`config.mk`:
```
export PLATFORM = sky130hd
export DESIGN_NAME = hazard_ctrl
export DESIGN_NICKNAME = d
export VERILOG_FILES = /design/src/rtl/hazard_ctrl.sv
export SDC_FILE = /design/constraint.sdc
export NUM_CORES = 1
export LEC_CHECK = 0
export BUFFER_PORTS_ARGS = -buffer_cell sky130_fd_sc_hd__buf_4
export CAP_MARGIN = 20
export CELL_PAD_IN_SITES_DETAIL_PLACEMENT = 2
export CELL_PAD_IN_SITES_GLOBAL_PLACEMENT = 2
export CORE_MARGIN = 2
export CORE_UTILIZATION = 31
export CTS_BUF_LIST = sky130_fd_sc_hd__clkbuf_8 sky130_fd_sc_hd__clkbuf_16
export DETAILED_ROUTE_END_ITERATION = 7
export PLACE_DENSITY = 0.74
export SYNTH_ARGS = -nofsm -noshare
export SYNTH_HDL_FRONTEND = slang
export SYNTH_SLANG_ARGS = --single-unit
```
`constraint.sdc`:
```
create_clock -name clk -period 2.5 [get_ports clk]
set_input_delay 0.375 -clock clk [delete_from_list [all_inputs] [get_ports clk]]
set_output_delay 0.375 -clock clk [all_outputs]
set_load 0.05 [all_outputs]
```
`src/rtl/hazard_ctrl.sv`:
```
// hazard_ctrl: pipeline sequencer for the 3-stage core (IF/ID -> EX -> MEM/WB).
// Tracks EX/WB destinations, produces registered operand-forward selects,
// inserts load-use bubbles, flushes ID on redirect and freezes on dmem waits.
// Optional perf counters: define HAZARD_CTRL_PERF_EN.
module hazard_ctrl #(
  parameter int unsigned MEM_TIMEOUT = 255,
  parameter int unsigned CNT_W       = 32
) (
  input  logic             clk,
  input  logic             rst_n,
  input  logic             id_valid,
  input  logic [4:0]       id_rs1,
  input  logic [4:0]       id_rs2,
  input  logic             id_rs1_used,
  input  logic             id_rs2_used,
  input  logic [4:0]       id_rd,
  input  logic             id_rd_we,
  input  logic             id_is_load,
  input  logic             ex_redirect,
  input  logic             dmem_req,
  input  logic             dmem_ready,
  output logic             stall_if,
  output logic             stall_id,
  output logic             stall_ex,
  output logic             bubble_ex,
  output logic             flush_id,
  output logic [1:0]       fwda,
  output logic [1:0]       fwdb,
  output logic             mem_err
`ifdef HAZARD_CTRL_PERF_EN
  ,
  output logic [CNT_W-1:0] perf_stall,
  output logic [CNT_W-1:0] perf_flush
`endif
);

  localparam int unsigned CW = $clog2(MEM_TIMEOUT + 2);

  typedef enum logic [1:0] {RUN, MEMWAIT, ERR} state_t;

  state_t          state;
  logic [CW-1:0]   wait_cnt;
  logic [4:0]      ex_rd;
  logic            ex_we;
  logic            ex_load;
  logic [4:0]      wb_rd;
  logic            wb_we;
  logic            frozen;
  logic            load_use;
  logic            kill;

  // Forward select for one source operand; an EX match wins over WB.
  function automatic logic [1:0] fwd_sel(input logic [4:0] rs, input logic used,
                                         input logic [4:0] erd, input logic ewe,
                                         input logic [4:0] wrd, input logic wwe);
    if (!used || rs == 5'd0)      return 2'b00;
    else if (ewe && rs == erd)    return 2'b01;
    else if (wwe && rs == wrd)    return 2'b10;
    else                          return 2'b00;
  endfunction

  // Hazard decode: memory freeze dominates, then redirect, then load-use.
  always_comb begin
    stall_if  = 1'b0;
    stall_id  = 1'b0;
    stall_ex  = 1'b0;
    bubble_ex = 1'b0;
    flush_id  = 1'b0;
    frozen    = (state == ERR) ||
                (state == MEMWAIT && !dmem_ready) ||
                (state == RUN && dmem_req && !dmem_ready);
    load_use  = id_valid && ex_load && ex_we && (ex_rd != 5'd0) &&
                ((id_rs1_used && id_rs1 == ex_rd) || (id_rs2_used && id_rs2 == ex_rd));
    if (frozen) begin
      stall_if = 1'b1;
      stall_id = 1'b1;
      stall_ex = 1'b1;
    end else if (ex_redirect) begin
      flush_id  = 1'b1;
      bubble_ex = 1'b1;
    end else if (load_use) begin
      stall_if  = 1'b1;
      stall_id  = 1'b1;
      bubble_ex = 1'b1;
    end
    kill = bubble_ex || !id_valid;
  end

  // Memory-wait FSM with watchdog and sticky error.
  always_ff @(posedge clk) begin
    if (!rst_n) begin
      state    <= RUN;
      wait_cnt <= '0;
      mem_err  <= 1'b0;
    end else begin
      case (state)
        RUN: begin
          if (dmem_req && !dmem_ready) begin
            state    <= MEMWAIT;
            wait_cnt <= '0;
          end
        end
        MEMWAIT: begin
          if (dmem_ready) begin
            state <= RUN;
          end else if (MEM_TIMEOUT != 0 && wait_cnt == CW'(MEM_TIMEOUT - 1)) begin
            state   <= ERR;
            mem_err <= 1'b1;
          end else begin
            wait_cnt <= wait_cnt + CW'(1);
          end
        end
        ERR:     mem_err <= 1'b1;
        default: state <= RUN;
      endcase
    end
  end

  // Destination scoreboard and registered forward selects, moved on advance.
  always_ff @(posedge clk) begin
    if (!rst_n) begin
      ex_rd   <= 5'd0;
      ex_we   <= 1'b0;
      ex_load <= 1'b0;
      wb_rd   <= 5'd0;
      wb_we   <= 1'b0;
      fwda    <= 2'b00;
      fwdb    <= 2'b00;
    end else if (!stall_ex) begin
      wb_rd   <= ex_rd;
      wb_we   <= ex_we;
      ex_rd   <= kill ? 5'd0 : id_rd;
      ex_we   <= !kill && id_rd_we;
      ex_load <= !kill && id_is_load;
      fwda    <= kill ? 2'b00 : fwd_sel(id_rs1, id_rs1_used, ex_rd, ex_we, wb_rd, wb_we);
      fwdb    <= kill ? 2'b00 : fwd_sel(id_rs2, id_rs2_used, ex_rd, ex_we, wb_rd, wb_we);
    end
  end

`ifdef HAZARD_CTRL_PERF_EN
  // Saturating stall-cycle and flush-pulse counters.
  always_ff @(posedge clk) begin
    if (!rst_n) begin
      perf_stall <= '0;
      perf_flush <= '0;
    end else begin
      if (stall_if && perf_stall != '1) perf_stall <= perf_stall + CNT_W'(1);
      if (flush_id && perf_flush != '1) perf_flush <= perf_flush + CNT_W'(1);
    end
  end
`endif

endmodule

```
==> results.md <==
- Die span in x: approximately 74 um
- Hold Crit Class: input pin to flip-flop
- PwrDens: 524 nW/um^2
- Post-layout total power: approximately 1 mW
- Critical path fanouts, max: 13
- Worst endpoint data arrival time: 1.98 ns
- Yosys cell types: 38
- Setup repair after global routing missed its margin: no
- Number of antenna violations at the first check in global routing: 0
- Avg WL per Cell: 18.1 um
- Cell-by-cell trace of the critical path: or4_1 -> o211ai_1 -> a21o_4 -> o21ai_1 -> buf_4
- Post-Syn Nets: 197
- Highest achievable clock rate: 425 MHz
- Endpoints failing setup: 0
- Crit Path Category: flip-flop to output pin
- Relative slew margins: 0.716
- Post-route antenna net violation count: 0
- Global-route wire length before repair: 7990 um
- Signed area change from the synthesized netlist to the final layout: 27.8%
- Via count of the first global-routing pass: 1524
- Peak supply drop: 0.232 mV
- Startpoint of the worst-slack reg-to-reg timing path: state[0]$_SDFFE_PN0P_
- Clock latency of the later-clocked register in the worst-skew pair: roughly 0.29 ns
- Average instance area after synthesis: 8.92 sq um
- Number of placed instances, taps included: 267
- Longest Clk Path Bufs: 2
- Most common library cell in the layout ignoring fill and taps: sky130_fd_sc_hd__buf_4
- Largest stage delay on the critical path: between 0.5 and 0.6 ns
- Count of vias placed by the detailed router: 1435
- Master cell of the clock root buffer: sky130_fd_sc_hd__clkbuf_8
- DR iter-0 viols: between 40 and 50
- Total of max-cap violations: 0
- Launching instance or port of the critical path: ex_rd[1]$_SDFFE_PN0N_
- Core Rows: 25
- Maximum number of pins on one net before global-route repair: 15
- Sequential fraction of the synthesis area: 0.383
- Min-Delay Startpoint: id_rd[2]
- Layout cells sized above 1: 0.251
- Seq. cell area: 584 sq um
- Initial DRT Pass Iterations: 4
- DIE AREA: 5470 sq um
- TritonCTS Sinks: 29
- Crit path capture type: output pin
- Cell types with the largest area share after synthesis: sky130_fd_sc_hd__dfxtp_1 (38%), sky130_fd_sc_hd__xor2_1 (8.1%), sky130_fd_sc_hd__xnor2_1 (7.5%), sky130_fd_sc_hd__a32o_1 (5.3%), sky130_fd_sc_hd__nand2_1 (4.7%)
- Share of the core filled with cells in the final layout: 0.410
- HPWL Detailed: 3910 um
- Leakage power of the design: 0.758 nW
- Clock slew seen by the registers of the worst setup and hold paths: 0.06 ns
- Data required time of the critical path: 2.12 ns
- Via density per instance: 5.24
- Critical Path Start Type: flip-flop
- CTS tree: done
- Area of the multi-input gates: slightly below 900 sq um
- Final worst-path cycle share: 0.942
- Crit-path slowest cell: sky130_fd_sc_hd__or4_1
- Fill cell total of the finished layout: 539
- Core Footprint: 4720 sq um
- Wire length after detailed routing: 4970 um
- Final hold viol count: 0
- Global-route usage over all layers: 0.200
- Number of H-tree levels: 2
- Outcome: completed
- Flop and latch count out of synthesis: 29
- Cell area after technology mapping: 1520 sq um
- Die height: ~74 um
- Count of buffers from port buffering: 34
- Setup Buffers After CTS: 0
- Number of nets in the finished design: ~230
- Time the worst path needs with I/O delays and setup: 2.36 ns
- DRC viols: 0
- Number of max-slew violations in the final report: 0
- Top-area cell type share of the netlist area: 0.383
- Transition time of the tightest slew-check pin: 0.426 ns
- Number of warning messages in the yosys log: 0
- Cts bufs inserted: 5
- Commonest cells after routing, fill and taps aside: sky130_fd_sc_hd__buf_4 (37), sky130_fd_sc_hd__dfxtp_1 (26), sky130_fd_sc_hd__nand2_1 (19), sky130_fd_sc_hd__xor2_1 (14), sky130_fd_sc_hd__xnor2_1 (13)
- Starting density of the core: 0.321
- Final weighted congestion of routability-driven global placement: 0.730
- Largest area contributor in the netlist: sky130_fd_sc_hd__dfxtp_1
- Kind of cell with the highest combined delay on the critical path: compound AO/OA/AOI/OAI gates
- Final antenna diode count: 0
- Instance count of the mapped netlist: 170
- Total I/O pin count: 35
- Global-route congestion overflow total: 0
- Count of buffer and inverter cells on the critical path: 1
- WHS: 0.324 ns
- Final instance count without filler cells: 274
- Maximum clock skew at final layout: 0.00371 ns
[cells in the mapped netlist (all sizes together)]
library cell and n:
a21boi 6, a21o 1, a21oi 3, a22o 3, a31o 1, a32o 8, and2 2, and3 1
and3b 1, and4 5, buf 6, clkbuf 1, clkinv 1, dfxtp 29, ha 2, inv 3
nand2 19, nand3 10, nor2 13, nor2b 2, nor3 4, nor3b 2, nor4 5, nor4b 1
o211ai 1, o21a 1, o21ai 5, o22ai 1, o41ai 1, or2 1, or3 1, or4 3
xnor2 13, xor2 14
[final timing paths]
path | cells after the start | to | slack, ns
min reg2reg | 1 | fwdb[0]$_SDFFE_PN0N_ | 0.47
min | 2 | ex_rd[2]$_SDFFE_PN0N_ | 0.32
max reg2reg | 6 | fwda[0]$_SDFFE_PN0N_ | 0.50
max | 5 | stall_if | 0.14
[registers in the layout, summed over array words and instances, names as in the netlist]
name / count
wb_we: 1
wait_cnt: 9
wb_rd: 5
ex_we: 1
fwda: 2
fwdb: 2
mem_err: 1
ex_load: 1
ex_rd: 5
state: 2
[kinds of logic (layout without fill, tap and decap cells)]
| logic type | after synthesis | after routing | synth area share |
|---|---|---|---|
| adders and majority gates | 2 | 2 | 0.0165 |
| AOI/OAI and AO/OA | 31 | 31 | 0.158 |
| and+or+nand+nor | 70 | 70 | 0.248 |
| DFF | 29 | 29 | 0.383 |
| xor gates and xnor gates | 27 | 27 | 0.156 |
| buffers and inverters | 11 | 48 | 0.0396 |
[metrics by stage]
stage | worst slack [ns] | cell area, sq um | TNS (ns)
finish | 0.145 | 1940 | 0
floorplan | -0.140 | 1530 | -0.140
global placement | 0.406 | 1840 | 0
detailed placement | 0.309 | 1840 | 0
CTS | 0.00278 | 1930 | 0
global route | 0.0405 | 1940 | 0
[area by class of cell]
| type | instances | area share |
|---|---|---|
| sequential | 29 | 0.301 |
| inverter | 4 | 0.00775 |
| clock inverter | 1 | 0.00194 |
| timing repair buffer | 37 | 0.143 |
| multi-input combinational | 130 | 0.460 |
| clock buffer | 6 | 0.0426 |
| tap | 67 | 0.0433 |
[per-layer routing]
| layer | GRT usage | part of all wire | vias up |
|---|---|---|---|
| li1 | - | - | 681 |
| met1 | 0.243 | 0.44 | 713 |
| met2 | 0.347 | 0.51 | 34 |
| met3 | 0.0528 | 0.036 | 7 |
| met4 | 0.0606 | 0.012 | 0 |
| met5 | 0 | 0 | - |
[report_power, final]
group          total, mW  internal, mW  leakage (nW)  switching, mW
Clock              0.392         0.214        0.0485          0.178
Combinational      0.142        0.0622         0.473         0.0793
Sequential         0.482         0.470         0.236         0.0122
Total               1.02         0.746         0.758          0.269
[what timing repair did]
action	4_1_cts	5_1_grt
endpoints found under the setup margin	0	3
gates resized for setup	0	4
hold endpoints to repair	0	0
hold buffers	0	0
[worst register-to-register path, stage by stage, from the launching register on]
cell and delay [ns]:
sky130_fd_sc_hd__dfxtp_1 0.36, sky130_fd_sc_hd__or2_1 0.28, sky130_fd_sc_hd__a21oi_1 0.20, sky130_fd_sc_hd__buf_4 0.20
sky130_fd_sc_hd__and4_1 0.48, sky130_fd_sc_hd__nor3b_1 0.28, sky130_fd_sc_hd__a22o_1 0.15
(Power assumes the default switching activity.)
